**src/rtl/cnn_frame_reader.sv**
```systemverilog
// Scans the frozen read-side frame buffer in row-major order and packs the
// returned pos/neg pixel bits into words for the CNN input stream.
module cnn_frame_reader #(
  parameter int RD_LAT       = 2,
  parameter int PIX_PER_WORD = 8
) (
  input  logic                      clk,
  input  logic                      rst,
  input  logic                      start,
  input  logic [8:0]                image_cols,
  input  logic [7:0]                image_rows,
  output logic [8:0]                cnn_read_x,
  output logic [7:0]                cnn_read_y,
  output logic                      rd_req,
  input  logic                      cnn_read_valid,
  input  logic                      raw_data_pos,
  input  logic                      raw_data_neg,
  output logic [2*PIX_PER_WORD-1:0] out_data,
  output logic                      out_valid,
  output logic                      out_last,
  input  logic                      out_ready,
  output logic                      cnn_done,
  output logic                      busy,
  output logic                      rd_err
);
  localparam int OW = 2 * PIX_PER_WORD;
  localparam int CW = $clog2(PIX_PER_WORD + 1);

  typedef enum logic [2:0] {IDLE, ISSUE, WAIT, PUSH, FLUSH} state_t;

  state_t          state_q, state_d;
  logic [8:0]      cols_q, cols_d, x_q, x_d, last_x_q, last_x_d;
  logic [7:0]      rows_q, rows_d, y_q, y_d, last_y_q, last_y_d;
  logic [CW-1:0]   issued_q, issued_d, returned_q, returned_d;
  logic            frame_end_q, frame_end_d;
  logic [OW-1:0]   pack_q, pack_d, out_data_q, out_data_d;
  logic [RD_LAT-1:0] dly_q, dly_d;
  logic            out_valid_q, out_valid_d, out_last_q, out_last_d;
  logic            done_q, done_d, rd_err_q, rd_err_d;

  logic x_end, last_in_frame, last_in_word, accept, fire, tap;

  assign x_end         = (x_q == cols_q - 9'd1);
  assign last_in_frame = x_end && (y_q == rows_q - 8'd1);
  assign last_in_word  = (issued_q == CW'(PIX_PER_WORD - 1));
  assign accept        = out_valid_q && out_ready;
  assign fire          = !out_valid_q || out_ready;
  assign tap           = dly_q[RD_LAT-1];

  always_ff @(posedge clk or negedge rst) begin
    if (!rst) begin
      state_q     <= IDLE;
      cols_q      <= '0;
      rows_q      <= '0;
      x_q         <= '0;
      y_q         <= '0;
      last_x_q    <= '0;
      last_y_q    <= '0;
      issued_q    <= '0;
      returned_q  <= '0;
      frame_end_q <= 1'b0;
      pack_q      <= '0;
      dly_q       <= '0;
      out_data_q  <= '0;
      out_valid_q <= 1'b0;
      out_last_q  <= 1'b0;
      done_q      <= 1'b0;
      rd_err_q    <= 1'b0;
    end else begin
      state_q     <= state_d;
      cols_q      <= cols_d;
      rows_q      <= rows_d;
      x_q         <= x_d;
      y_q         <= y_d;
      last_x_q    <= last_x_d;
      last_y_q    <= last_y_d;
      issued_q    <= issued_d;
      returned_q  <= returned_d;
      frame_end_q <= frame_end_d;
      pack_q      <= pack_d;
      dly_q       <= dly_d;
      out_data_q  <= out_data_d;
      out_valid_q <= out_valid_d;
      out_last_q  <= out_last_d;
      done_q      <= done_d;
      rd_err_q    <= rd_err_d;
    end
  end

  always_comb begin
    state_d = state_q;
    case (state_q)
      IDLE:    if (start) state_d = ISSUE;
      ISSUE:   if (last_in_word || last_in_frame) state_d = WAIT;
      WAIT:    if (returned_q == issued_q) state_d = PUSH;
      PUSH:    if (fire) state_d = frame_end_q ? FLUSH : ISSUE;
      FLUSH:   if (accept) state_d = IDLE;
      default: state_d = IDLE;
    endcase
  end

  always_comb begin
    cols_d      = cols_q;
    rows_d      = rows_q;
    x_d         = x_q;
    y_d         = y_q;
    last_x_d    = last_x_q;
    last_y_d    = last_y_q;
    issued_d    = issued_q;
    returned_d  = returned_q;
    frame_end_d = frame_end_q;
    pack_d      = pack_q;
    out_data_d  = out_data_q;
    out_valid_d = out_valid_q;
    out_last_d  = out_last_q;
    done_d      = (state_q == FLUSH) && accept;
    rd_err_d    = rd_err_q;

    // Request tracking: the tap marks the cycle our own read returns.
    dly_d[0] = (state_q == ISSUE);
    for (int k = 1; k < RD_LAT; k++) dly_d[k] = dly_q[k-1];

    if (tap) begin
      for (int k = 0; k < PIX_PER_WORD; k++) begin
        if (returned_q == CW'(k))
          pack_d[2*k +: 2] = cnn_read_valid ? {raw_data_pos, raw_data_neg} : 2'b00;
      end
      returned_d = returned_q + CW'(1);
      if (!cnn_read_valid) rd_err_d = 1'b1;
    end

    if (accept) begin
      out_valid_d = 1'b0;
      out_last_d  = 1'b0;
    end

    case (state_q)
      IDLE: begin
        if (start) begin
          cols_d      = image_cols;
          rows_d      = image_rows;
          x_d         = '0;
          y_d         = '0;
          issued_d    = '0;
          returned_d  = '0;
          frame_end_d = 1'b0;
          pack_d      = '0;
          rd_err_d    = 1'b0;
        end
      end
      ISSUE: begin
        issued_d = issued_q + CW'(1);
        last_x_d = x_q;
        last_y_d = y_q;
        if (x_end) begin
          x_d = '0;
          y_d = y_q + 8'd1;
        end else begin
          x_d = x_q + 9'd1;
        end
        if (last_in_frame) frame_end_d = 1'b1;
      end
      PUSH: begin
        // Unfilled slots of a partial last word are already zero.
        if (fire) begin
          out_data_d  = pack_q;
          out_valid_d = 1'b1;
          out_last_d  = frame_end_q;
          pack_d      = '0;
          issued_d    = '0;
          returned_d  = '0;
        end
      end
      default: ;
    endcase
  end

  always_comb begin
    rd_req     = (state_q == ISSUE);
    cnn_read_x = rd_req ? x_q : last_x_q;
    cnn_read_y = rd_req ? y_q : last_y_q;
    out_data   = out_data_q;
    out_valid  = out_valid_q;
    out_last   = out_last_q;
    cnn_done   = done_q;
    busy       = (state_q != IDLE);
    rd_err     = rd_err_q;
  end
endmodule
```
**config.mk**
```make
export PLATFORM = sky130hd
export DESIGN_NAME = cnn_frame_reader
export DESIGN_NICKNAME = d
export VERILOG_FILES = /design/src/rtl/cnn_frame_reader.sv
export SDC_FILE = /design/constraint.sdc
export NUM_CORES = 1
export LEC_CHECK = 0
export CAP_MARGIN = 40
export CORE_MARGIN = 2
export CORE_UTILIZATION = 40
export CTS_BUF_LIST = sky130_fd_sc_hd__clkbuf_8
export CTS_CLUSTER_SIZE = 20
export DETAILED_ROUTE_END_ITERATION = 10
export GPL_ROUTABILITY_DRIVEN = 0
export SLEW_MARGIN = 30
export SYNTH_ARGS = -nofsm -noshare
export SYNTH_HDL_FRONTEND = slang
export SYNTH_SLANG_ARGS = --single-unit
```
**constraint.sdc**
```tcl
create_clock -name clk -period 2.1 [get_ports clk]
set_input_delay 0.525 -clock clk [delete_from_list [all_inputs] [get_ports clk]]
set_output_delay 0.525 -clock clk [all_outputs]
set_load 0.01 [all_outputs]
```
==> results of run 1 <==
## flip-flops by register name, indices dropped and copies added, names as in the netlist
| register | cells |
|---|---|
| cnn_done | 1 |
| cols_q | 9 |
| dly_q | 2 |
| frame_end_q | 1 |
| issued_q | 4 |
| last_x_q | 9 |
| last_y_q | 8 |
| out_data | 16 |
| out_last | 1 |
| out_valid | 1 |
| pack_q | 16 |
| rd_err | 1 |
| returned_q | 4 |
| rows_q | 8 |
| state_q | 3 |
| x_q | 9 |
| y_q | 8 |
## cell type report
class                   count  area share [%]
clock buffers              12            2.41
clock inverters             4           0.657
inverters                  15           0.895
multi-input cells         370            37.4
flip-flops and latches    101            36.9
well taps                 147            2.68
repair buffers            137            19.1
## layer usage
metal | up-vias | GRT usage (%)
li1 | 1970 | -
met1 | 1977 | 25.7
met4 | 0 | 5.06
met3 | 16 | 4.96
met5 | - | 0
met2 | 71 | 29.1
## cells by family (layout without fill, tap and decap cells)
kind of cell | Yosys count | count (layout) | synth area share [%]
AO/OA/AOI/OAI | 65 | 65 | 8.35
AND/OR/NAND/NOR | 233 | 233 | 22.3
adder cells (fa/ha/maj) | 9 | 9 | 2.28
multiplexers | 33 | 33 | 7.11
buffers and inverters | 40 | 168 | 3.33
XOR/XNOR | 30 | 30 | 5.33
flip-flops | 101 | 101 | 51.3
## layout by cell type, fill, tap and decap left out, types with 5 or more instances in the layout
cell type / netlist / routed
nor3_1: 11 / 9
ha_1: 9 / 8
nand3b_1: 6 / 6
mux2i_1: 17 / 17
nor3b_1: 7 / 7
mux2_2: 16 / 16
nand4_1: 7 / 7
buf_6: 1 / 26
clkdlybuf4s50_1: 0 / 42
nand2_4: 0 / 13
xnor2_1: 14 / 13
o21ai_0: 13 / 8
dfrtp_1: 101 / 100
a21o_1: 5 / 5
buf_4: 0 / 58
nand2_1: 113 / 72
xor2_1: 16 / 15
a21oi_1: 11 / 7
and3_1: 7 / 7
nand3_1: 13 / 13
clkbuf_8: 0 / 12
o21ai_1: 12 / 15
buf_12: 0 / 5
inv_1: 14 / 11
nand2_2: 2 / 30
nor2_1: 38 / 35
## power by group through the flow
stage	clock network, mW	logic [mW]	registers (mW)
after floorplan	0	2.26	3.05
after global placement	0	3.70	3.10
after detailed placement	0	3.79	3.13
after CTS	1.35	4.16	3.10
after global routing	1.41	5.12	3.20
final	1.30	4.66	3.11
## through the flow
stage          utilization (%)  TNS [ns]
2_1_floorplan                -  -0.00770
3_3_place_gp              50.3    -0.436
3_5_place_dp              50.3    -0.836
4_1_cts                   53.4    -0.694
5_1_grt                   57.1     -3.95
6_report                  57.1    -0.950
## timing repair
item / in CTS / in global routing
setup buffers: 12 / 19
pin swaps: 14 / 36
endpoints found under the setup margin: 29 / 39
hold buffers: 0 / 0
resized for setup: 105 / 101
hold endpoints to repair: 0 / 0
cloned: 2 / 0
## critical path, delay by kind of cell, from the launching register on
kind	cells	cell delay [ns]
simple gates	4	0.82
compound gates	3	0.56
flops	1	0.41
buf+inv	2	0.20
fa+ha+maj	1	0.14
## worst paths after layout
| path | from | to | slack [ns] | cells past startpoint |
|---|---|---|---|---|
| setup / recovery | cols_q[1] | y_q[4] | -0.10 | 10 |
| hold / removal | rst | cols_q[1] | 0.12 | 2 |
| setup reg to reg | cols_q[1] | y_q[4] | -0.10 | 10 |
| hold reg to reg | dly_q[0] | dly_q[1] | 0.36 | 0 |
| max in group asynchronous | rst | cols_q[2] | 1.53 | 2 |
| min in group clk | dly_q[0] | dly_q[1] | 0.36 | 0 |
==> metrics, run 1 <==
Avg Cell Area, Syn slightly below 10 sq um; Net Sw Frac a little under two fifths; FF+latch count, synth between 100 and 150; sequential cell area about 2500 sq um; number of synthesized flops with an enable pin 0; post-route cell area 6850 sq um; metal3 WL between 400 and 500 microns; async set or reset register ratio after synthesis 100%; initial antenna violation count 0; WL/cell 14.9 microns; IO Pins 63; Total GRT Usage between 10% and 20%; Fin Hold WS ~0.12 ns; Fin Clk Skew 0.0130 ns; port bufs 62; Fin. Hold Viols 0; Max Cap Viol 0; Peak Freq between 0.4 and 0.5 GHz; Place WS -0.144 ns; die area between 10000 and 15000 sq um; Final Max Tran Viols 0; die span in y 115 microns; Area Growth Syn to Fin 39.0%; Area after DPL between 6000 and 7000 sq um; leakage 3.32 nW; Crit Path Class reg -> reg; Cell Area, Synth a little under 5000 sq um; power density cells around 1300 nW/um^2; clock network power share between 10% and 20%; Post-synth top cells nand2_1, dfrtp_1, nor2_1, clkbuf_1, mux2i_1; Worst Setup End Kind register; initial detailed-routing violation count approximately 110; CP arrival between 2 and 3 ns; sequential power share around a third; multi-input logic area around 2600 sq um; Reg clk slew, reported paths approximately 0.090 ns; RSZ-0062 raised after global routing true; Post-DP HPWL roughly 7.9 mm; Cell Count, Final, Fillers Out between 700 and 800; final critical-path setup slack -0.103 ns; via count around 4000; Cells after DPL about 740; Final Cycle Share 105%; WL met1 5.39 mm; Worst Path Max Fanout 8; share of layout cells above drive strength 1 roughly a third; Syn. warnings 0; routed wire length approximately 12 mm; vias per inst approximately 5.1; Critical Path, Cell by Cell inv_2, ha_4, nor3b_4, nand2_2, o311ai_4, o21ba_4, buf_6, a21oi_4, or4_1, nand2_1; clk buf depth 2; Core Footprint about 12000 sq um; Yosys top cell by area dfrtp_1; Worst-Margin Slew approximately 0.49 ns; most numerous cell in the Yosys netlist nand2_1; DR pass1 iterations 4; first-pass GRT wire length 19.4 mm; largest net degree at the start of global routing 64; ANT cells 0; Tot Pwr between 9 and 10 mW; H-tree depth 3; Final min period 2.20 ns; Slew headroom 67.3%; Top Layer Used met4; Switch Pwr about 3.5 mW; number of global-route vias before repair a little over 4000; maximum vdd drop roughly 770 uV; Initial Util 41.0%; clk_lat worst skew approximately 0.37 ns; Comb power frac roughly half; final antenna-violating net count 0; Yosys cell types 60; violated checks setup timing; Fillers ~1100; Seq/Total Area, Yosys 51.3%; final setup vio count 19; critical path's largest stage delay between 0.4 and 0.5 ns; top cell type's share of synthesized area between 50% and 60%; Required @ worst endpoint around 2.4 ns; clock root cell clkbuf_8; Syn Inst Count slightly above 500; Top FF cell, synth dfrtp_1; Hold/Removal Path Class in -> async; run status finished, violations left; slowest stage cell, crit path dfrtp_1; CTS tree yes; crit path launch type register; Rows 40; WL met2 ~5.7 mm; clk sink count ~100; Num CTS Buffers 9; internal power roughly 5.6 mW; global route overflow 0; width of the die between 100 and 150 microns; DRC 0; final net count roughly 670; top cells by area, synth dfrtp_1, nand2_1, mux2_2, mux2i_1, nor2_1; Synthesized Nets 544
No activity file was read; power rests on OpenSTA's default activity.
==> run 2, diff against run 1 <==
--- a/config.mk
+++ b/config.mk
@@ -12,6 +12,7 @@
 export CTS_CLUSTER_SIZE = 20
 export DETAILED_ROUTE_END_ITERATION = 10
 export GPL_ROUTABILITY_DRIVEN = 0
+export PLACE_DENSITY_LB_ADDON = 0.2
 export SLEW_MARGIN = 30
 export SYNTH_ARGS = -nofsm -noshare
 export SYNTH_HDL_FRONTEND = slang
==> metrics, run 2 (synthesized netlist as in run 1, its figures left out) <==
Core Footprint between 10000 and 15000 sq um; Area after DPL roughly 6100 sq um; Rows 40; power density cells around 1400 nW/um^2; Final Max Tran Viols 0; clock network power share between 10 and 15%; clk_lat worst skew roughly 0.40 ns; WL/cell around 16 microns; global route overflow 0; Final min period about 2.2 ns; Crit Path Class reg -> reg; final net count around 650; vias per inst around 5.2; initial antenna violation count 0; run status finished, violations left; internal power between 5 and 6 mW; leakage 3.30 nW; Final Cycle Share 105%; Worst Path Max Fanout 7; IO Pins between 60 and 70; Fin Clk Skew between 0.015 and 0.02 ns; via count a little over 4000; Register-to-Register Setup Slack -0.11 ns; Worst Setup End Kind register; Comb power frac 52.2%; FF-to-FF path depth 11; Slew headroom 68.6%; most common cell after layout, fill and taps aside dfrtp_1; share of layout cells above drive strength 1 between 20% and 30%; final critical-path setup slack -0.105 ns; Required @ worst endpoint approximately 2.4 ns; largest net degree at the start of global routing 34; clk buf depth 2; crit path to x_q[7]; Max Cap Viol 0; final antenna-violating net count 0; Peak Freq 0.453 GHz; width of the die 115 microns; Fin. Hold Viols 0; DRC 0; final setup vio count 14; clock root cell clkbuf_8; ANT cells 0; Initial Util between 40% and 50%; CP arrival around 2.5 ns; maximum vdd drop roughly 700 uV; Fin Hold WS approximately 0.077 ns; port bufs slightly above 60; Num CTS Buffers 9; Setup crit start cols_q[1]; Post-DP HPWL 8.30 mm; die span in y between 100 and 150 microns; Critical R2R Capture x_q[7]; violated checks setup timing; sequential power share between 30 and 40%; Reg clk slew, reported paths between 0.1 and 0.15 ns; initial detailed-routing violation count 210; post-route cell area about 6900 sq um; CTS tree yes; crit path launch type register; slowest stage cell, crit path dfrtp_1; Switch Pwr between 3 and 4 mW; first-pass GRT wire length between 15 and 20 mm; RSZ-0062 raised after global routing true; Worst-Margin Slew between 0.4 and 0.5 ns; critical path's largest stage delay roughly 0.40 ns; Post-Route Utilization a little under three fifths; number of global-route vias before repair 4044; Area Growth Syn to Fin 39.7%; clk sink count 101; CTS Hold Bufs 0; Hold/Removal Path Class in -> async; Critical Path, Cell by Cell inv_2, ha_4, nor3b_4, nand2_2, o311ai_4, buf_4, o21bai_4, o21ai_4, buf_6, nor2_2, a211o_1; Place WS -0.245 ns; H-tree depth 3; Net Sw Frac between 30% and 40%; Total GRT Usage a little under a fifth; Critical R2R Launch cols_q[1]; DR pass1 iterations 4; die area between 10000 and 15000 sq um; routed wire length between 10 and 15 mm; commonest cells after routing, fill and taps aside dfrtp_1, nand2_1, buf_4; Fillers 1040
run 2: cell count changes in the layout (fill, tap and decap cells not counted), sizes merged:
cell,before,now
inv,14,18
clkinv,4,2
clkbuf,13,12
dlygate4sd2,0,1
clkinvlp,0,1
buf,94,78
run 2: layout make-up:
cell class              instances  area (sq um)  share of cell area, %
repair buffers                124          1230                   17.8
well taps                     147           184                   2.67
flip-flops and latches        101          2530                   36.7
inverters                      15          61.3                  0.890
multi-input cells             370          2670                   38.8
clock buffers                   9           124                   1.80
clock inverters                 7          91.3                   1.33
run 2: critical path: cells and delay by family (launching register included):
kind	cells	cell delay (ns)
buf+inv	3	0.42
simple gates	3	0.38
compound gates	4	0.76
fa+ha+maj	1	0.14
flops	1	0.40
run 2: power groups by stage:
stage	Clock, mW	Combinational, mW	Sequential [mW]
after detailed placement	0	3.82	3.14
after global routing	1.45	5.34	3.22
after floorplan	0	2.26	3.05
final	1.34	4.89	3.14
after CTS	1.38	4.12	3.11
after global placement	0	3.73	3.11
run 2: what timing repair did:
action	in CTS	in global routing
setup buffers	3	9
pin swaps	18	35
gates resized for setup	107	98
cloned	1	2
endpoints found under the setup margin	33	37
run 2: routing by layer:
| metal | part of all wire, % | track usage (%) |
|---|---|---|
| met1 | 45 | 23.5 |
| met4 | 2.4 | 7.07 |
| met5 | 0 | 0 |
| met2 | 50 | 31.4 |
| met3 | 3.3 | 4.32 |
run 2: how the worst min path moves through the flow:
stage | from | endpoint | slack (ns) | cells past startpoint
floorplan | rst | cnn_done | 0.23 | 0
global placement | dly_q[0] | dly_q[1] | 0.33 | 0
detailed placement | dly_q[0] | dly_q[1] | 0.34 | 0
CTS | rst | issued_q[1] | 0.07 | 1
global route | rst | returned_q[0] | 0.08 | 1
finish | rst | returned_q[0] | 0.08 | 1
run 2: through the flow:
stage	total power, mW	cells	TNS [ns]
6_report	9.36	773	-0.503
5_1_grt	10.0	773	-3.52
4_1_cts	8.62	762	-0.301
3_5_place_dp	6.96	742	-1.41
3_3_place_gp	6.83	742	-0.595
2_1_floorplan	5.31	511	-0.00770
